File: config.mk
export PLATFORM = sky130hd
export DESIGN_NAME = axi_axis_fifo_writer
export DESIGN_NICKNAME = d
export VERILOG_FILES = /design/src/rtl/axi_axis_fifo_writer.sv
export SDC_FILE = /design/constraint.sdc
export NUM_CORES = 1
export LEC_CHECK = 0
export ABC_AREA = 1
export ABC_CLOCK_PERIOD_IN_PS = 4700
export BUFFER_PORTS_ARGS = -buffer_cell sky130_fd_sc_hd__buf_2
export CAP_MARGIN = 25
export CORE_MARGIN = 2
export CORE_UTILIZATION = 40
export CTS_BUF_LIST = sky130_fd_sc_hd__clkbuf_8 sky130_fd_sc_hd__clkbuf_16
export DETAILED_ROUTE_END_ITERATION = 10
export GPL_ROUTABILITY_DRIVEN = 1
export PLACE_DENSITY = 0.52
export SYNTH_ARGS = -nofsm -noshare
export SYNTH_HDL_FRONTEND = slang
export SYNTH_SLANG_ARGS = --single-unit
File: constraint.sdc
create_clock -name aclk -period 4.7 [get_ports aclk]
set_clock_uncertainty 0.2 [all_clocks]
set_input_delay 0.705 -clock aclk [delete_from_list [all_inputs] [get_ports aclk]]
set_output_delay 0.705 -clock aclk [all_outputs]
set_load 0.01 [all_outputs]
File: src/rtl/axi_axis_fifo_writer.sv
// AXI4-Lite slave that queues register writes in a FIFO and plays them out as AXI4-Stream beats.
// Writes to 0x0/0x4 push a word (0x4 also marks end-of-packet); 0x8 bit 0 flushes; reads return fill and free space.
module axi_axis_fifo_writer #(
    parameter int AXI_DATA_WIDTH  = 32,
    parameter int AXI_ADDR_WIDTH  = 16,
    parameter int FIFO_DEPTH_LOG2 = 4
) (
    input  logic                      aclk,
    input  logic                      areset,

    input  logic [AXI_ADDR_WIDTH-1:0] s_axi_awaddr,
    input  logic                      s_axi_awvalid,
    output logic                      s_axi_awready,
    input  logic [AXI_DATA_WIDTH-1:0] s_axi_wdata,
    input  logic                      s_axi_wvalid,
    output logic                      s_axi_wready,
    output logic [1:0]                s_axi_bresp,
    output logic                      s_axi_bvalid,
    input  logic                      s_axi_bready,

    input  logic [AXI_ADDR_WIDTH-1:0] s_axi_araddr,
    input  logic                      s_axi_arvalid,
    output logic                      s_axi_arready,
    output logic [AXI_DATA_WIDTH-1:0] s_axi_rdata,
    output logic [1:0]                s_axi_rresp,
    output logic                      s_axi_rvalid,
    input  logic                      s_axi_rready,

    output logic [AXI_DATA_WIDTH-1:0] m_axis_tdata,
    output logic                      m_axis_tlast,
    output logic                      m_axis_tvalid,
    input  logic                      m_axis_tready
);

    localparam int CW = FIFO_DEPTH_LOG2 + 1;
    localparam int DEPTH = 1 << FIFO_DEPTH_LOG2;
    localparam logic [CW-1:0] DEPTH_CNT = CW'(DEPTH);

    logic                       aw_held;
    logic                       w_held;
    logic [1:0]                 aw_off;
    logic [AXI_DATA_WIDTH-1:0]  w_data;
    logic                       bvalid_q;
    logic                       rvalid_q;
    logic [AXI_DATA_WIDTH-1:0]  rdata_q;

    logic [AXI_DATA_WIDTH:0]    mem [DEPTH];
    logic [FIFO_DEPTH_LOG2-1:0] wr_ptr;
    logic [FIFO_DEPTH_LOG2-1:0] rd_ptr;
    logic [CW-1:0]              count;

    logic full;
    logic empty;
    logic is_push_off;
    logic commit;
    logic push;
    logic flush;
    logic pop;
    logic ar_fire;

    logic unused_addr_bits;
    assign unused_addr_bits = ^{s_axi_awaddr[AXI_ADDR_WIDTH-1:4], s_axi_awaddr[1:0],
                                s_axi_araddr[AXI_ADDR_WIDTH-1:3], s_axi_araddr[1:0]};

    function automatic logic [AXI_DATA_WIDTH-1:0] to_bus(input logic [CW-1:0] v);
        return AXI_DATA_WIDTH'(v);
    endfunction

    assign full        = (count == DEPTH_CNT);
    assign empty       = (count == '0);
    assign is_push_off = ~aw_off[1];
    // A data write sitting in the holding registers stalls (no bvalid) until there is room.
    assign commit      = aw_held & w_held & ~bvalid_q & ~(is_push_off & full);
    assign push        = commit & is_push_off;
    assign flush       = commit & (aw_off == 2'b10) & w_data[0];
    assign pop         = ~empty & m_axis_tready;
    assign ar_fire     = s_axi_arvalid & ~rvalid_q;

    assign s_axi_awready = ~aw_held;
    assign s_axi_wready  = ~w_held;
    assign s_axi_bresp   = 2'b00;
    assign s_axi_bvalid  = bvalid_q;
    assign s_axi_arready = ~rvalid_q;
    assign s_axi_rresp   = 2'b00;
    assign s_axi_rvalid  = rvalid_q;
    assign s_axi_rdata   = rdata_q;

    assign m_axis_tvalid = ~empty;
    assign m_axis_tdata  = mem[rd_ptr][AXI_DATA_WIDTH-1:0];
    assign m_axis_tlast  = mem[rd_ptr][AXI_DATA_WIDTH];

    always_ff @(posedge aclk) begin
        if (areset) begin
            aw_held  <= 1'b0;
            w_held   <= 1'b0;
            bvalid_q <= 1'b0;
            rvalid_q <= 1'b0;
            rdata_q  <= '0;
            wr_ptr   <= '0;
            rd_ptr   <= '0;
            count    <= '0;
        end else begin
            if (s_axi_awvalid && !aw_held) begin
                aw_held <= 1'b1;
            end else if (commit) begin
                aw_held <= 1'b0;
            end
            if (s_axi_wvalid && !w_held) begin
                w_held <= 1'b1;
            end else if (commit) begin
                w_held <= 1'b0;
            end

            if (commit) begin
                bvalid_q <= 1'b1;
            end else if (bvalid_q && s_axi_bready) begin
                bvalid_q <= 1'b0;
            end

            if (ar_fire) begin
                rvalid_q <= 1'b1;
                rdata_q  <= s_axi_araddr[2] ? to_bus(DEPTH_CNT - count) : to_bus(count);
            end else if (rvalid_q && s_axi_rready) begin
                rvalid_q <= 1'b0;
            end

            // Flush wins over a same-cycle pop; it can never coincide with a push.
            if (flush) begin
                wr_ptr <= '0;
                rd_ptr <= '0;
                count  <= '0;
            end else begin
                if (push) wr_ptr <= wr_ptr + 1'b1;
                if (pop)  rd_ptr <= rd_ptr + 1'b1;
                unique case ({push, pop})
                    2'b10:   count <= count + CW'(1);
                    2'b01:   count <= count - CW'(1);
                    default: count <= count;
                endcase
            end
        end
    end

    always_ff @(posedge aclk) begin
        if (s_axi_awvalid && !aw_held) aw_off <= s_axi_awaddr[3:2];
        if (s_axi_wvalid && !w_held)   w_data <= s_axi_wdata;
        if (push)                      mem[wr_ptr] <= {aw_off[0], w_data};
    end

endmodule

==> summary.md <==
| Metric | Value |
|---|---|
| Largest net degree at the start of global routing | `between 100 and 150` |
| Most used routing layer | `met2` |
| Initial DRC Count | `roughly 1,100` |
| Initial core utilization | `between 40% and 50%` |
| H-tree depth | `3` |
| N_diodes | `0` |
| GP Congestion | `0.7407` |
| NetSw | `3.707 mW` |
| Vias per cell | `a little under 5` |
| CP dominant cell by count | `nand3_1` |
| Fill cell count | `5,448` |
| Synthesis-to-finish area growth | `13.37%` |
| Sw Share | `around 28%` |
| Worst Hold Depth | `1` |
| Clock power frac | `between 30% and 40%` |
| Arrival time worst endpoint | `2.60 ns` |
| Final Hold Viols | `0` |
| RSZ-0062 raised after global routing | `false` |
| Reg clk slew, reported paths | `about 0.06 ns` |
| Final Slew Violations | `0` |
| CTS root buf | `clkbuf_16` |
| IO Port Bufs | `86` |
| Post-route minimum period | `3.501 ns` |
| DIE AREA | `around 0.063 mm2` |
| Maximum clock frequency | `approximately 290 MHz` |
| Max-Cap Viols | `0` |
| Crit-path max FO | `96` |
| Wire per inst | `~19 um` |
| Hold-fix buffers at CTS | `0` |
| Crit path required time | `approximately 3.8 ns` |
| Worst slew margin | `around 35%` |
| Worst R2R Path Depth | `11` |
| CP Launch Type | `flop` |
| HPWL after detailed placement | `~28,000 um` |
| FP Rows | `90` |
| Cell Pwr Density | `between 400 and 500 mW/mm2` |
| Setup violators final | `0` |
| Cell Area, Synth | `around 0.024 mm2` |
| Grt met1 use | `23.61%` |
| Final wirelength | `between 50,000 and 60,000 um` |
| Seq/Total Area, Yosys | `a little under three quarters` |
| Synth warnings | `0` |
| Sequential power share | `between 40 and 50%` |
| Post-CTS setup buffer count | `0` |
| Smallest hold slack | `approximately 0.090 ns` |
| Cts repair resizes | `0` |
| Worst-Margin Slew | `0.9759 ns` |
| Area contributors post-synth | `edfxtp_1 (70%), inv_1 (4.6%), nand3_1 (4.3%), nand2_1 (3.4%), a21oi_1 (3.1%)` |
| Period utilization | `between 70 and 80%` |
| Area of the multi-input gates | `approximately 0.005 mm2` |
| Critical path class | `flop to output pin` |
| First-pass GRT wire length | `between 80,000 and 90,000 um` |
| CP endpoint kind | `output pin` |
| TritonRoute pass-1 iters | `7` |
| Most common cell after layout, fill and taps aside | `edfxtp_1` |
| Antenna-violating nets left | `0` |
| Worst Hold Class | `input port to flop` |
| Power Internal | `9.461 mW` |
| DR DRC count | `0` |
| Logic pwr share | `17.6%` |
| Max incr delay on CP | `0.81 ns` |
| Syn avg cell area | `roughly 13 um2` |
| Clock sink total | `a little under 600` |
| Ports | `between 100 and 150` |
| Via count | `around 14,000` |
| Synth top area share | `slightly below 70%` |
| Num CTS Buffers | `66` |
| Synthesis-stage register bit count | `roughly 590` |
| Grt met2 use | `~29%` |
| Worst hold path startpoint | `s_axi_wdata[23]` |
| Worst r2r src | `count[1]` |
| Sequential cell area | `approximately 0.017 mm2` |
| Initial antenna violation count | `0` |
| CTS tree | `yes` |
| Most frequent cells in the layout | `edfxtp_1 (562), inv_1 (314), nand2_1 (219)` |
| Final nets | `2,090` |
| Setup TNS | `0 ns` |
| GRT Overall Usage | `17.44%` |
| Slowest-stage cell, CP | `dfxtp_4` |
| Leak pwr | `9.809 nW` |
| Synth area leader | `edfxtp_1` |
| Grt ovf | `0` |
| Maximum vdd drop | `0.2329 mV` |
| Vias in the first global route | `13,580` |
| Core area | `about 0.060 mm2` |
| Chip height | `around 250 um` |
| Synthesized instance count | `a little under 2,000` |
| Share of cells above drive strength 1 | `between 10% and 20%` |
| Clk_lat worst skew | `about 0.58 ns` |
| Met3 Use GR | `2.681%` |
| Synth unique cells | `28` |
| Die width | `roughly 250 um` |
| CP Cell Sequence | `buf_12 > a21oi_1 > o21ai_0 > nand3_1 > nand3_1 > nand2_1 > buf_2` |
| Status | `complete, no violations` |
| CTS max path bufs | `3` |
-- sequential cells by signal, indices dropped and copies added, names as in the netlist, named ones only --
register,count
aw_off,2
wr_ptr,4
s_axi_rdata,5
w_held,1
s_axi_rvalid,1
s_axi_bvalid,1
aw_held,1
rd_ptr,4
count,5
mem,528
w_data,32
-- per-layer routing --
metal / part of all wire (%) / vias up / wire length, um
met5: 0 / - / 0
met4: 2.2 / 0 / 1225
met3: 4.0 / 73 / 2171
met2: 48 / 268 / 26310
met1: 46 / 6874 / 24850
li1: - / 6902 / -
-- synth_stat cells --
| library cell | n |
|---|---|
| o21a_1 | 1 |
| xor2_1 | 5 |
| o221a_2 | 1 |
| inv_1 | 297 |
| ha_1 | 11 |
| buf_2 | 23 |
| clkbuf_1 | 55 |
| buf_1 | 4 |
| nand3_1 | 207 |
| a21oi_1 | 150 |
| nor2_2 | 1 |
| nand2_1 | 219 |
| clkinv_1 | 1 |
| nor3_1 | 2 |
| edfxtp_1 | 562 |
| nand3b_1 | 1 |
| buf_8 | 6 |
| o211ai_1 | 95 |
| xnor2_1 | 2 |
| buf_12 | 5 |
| o211ai_2 | 37 |
| o21ai_1 | 2 |
| nor2_1 | 27 |
| buf_4 | 34 |
| dfxtp_1 | 26 |
| conb_1 | 1 |
| o21ai_0 | 139 |
| buf_6 | 13 |
-- power by group through the flow --
stage                     logic (mW)  registers [mW]  clock network (mW)
after global placement          2.33            6.14                   0
after detailed placement        2.35            6.15                   0
final                           2.32            6.03                4.82
after global routing            2.65            6.06                5.14
after CTS                       2.36            6.04                4.95
after floorplan                 2.03            6.01                   0
-- critical path: cells and delay by family, from the launching register on --
family / cells / cell delay, ns
compound gates: 2 / 0.22
buf+inv: 2 / 0.56
flops: 1 / 0.81
simple gates: 3 / 0.33
-- kinds of logic after synthesis --
| logic type | Yosys count | synth area share, % |
|---|---|---|
| AOI/OAI and AO/OA | 425 | 10.92 |
| xor gates and xnor gates | 7 | 0.2525 |
| adders and majority gates | 11 | 0.5668 |
| buffers and inverters | 438 | 8.430 |
| DFF | 588 | 71.65 |
| other | 1 | 0.01544 |
| and+or+nand+nor | 457 | 8.168 |
-- layout make-up --
class	count	share of cell area (%)
Sequential cell	588	63.24
Timing Repair Buffer	122	3.345
Multi-Input combinational cell	931	18.42
Tap cell	782	3.554
Inverter	298	4.063
Clock buffer	69	6.272
Clock inverter	50	1.104
-- metrics by stage --
step | setup WS [ns] | cells | total power, mW | instance area, um2 | utilization [%]
final | 1.199 | 2840 | 13.17 | 27530 | 45.78
after global routing | 0.9243 | 2840 | 13.85 | 27530 | 45.78
after CTS | 1.095 | 2839 | 13.34 | 27510 | 45.74
after detailed placement | 1.194 | 2720 | 8.493 | 25480 | 42.37
after global placement | 1.230 | 2719 | 8.478 | 25450 | 42.32
after floorplan | 1.201 | 1957 | 8.037 | 24390 | -
-- worst paths after layout --
| kind | to | slack (ns) |
|---|---|---|
| worst max-delay path | m_axis_tdata[18] | 1.20 |
| worst min-delay path | w_data[23] | 0.09 |
| worst max register to register | mem[12][20] | 1.24 |
| worst min register to register | aw_held | 0.28 |
No activity file was read; power rests on OpenSTA's default activity.
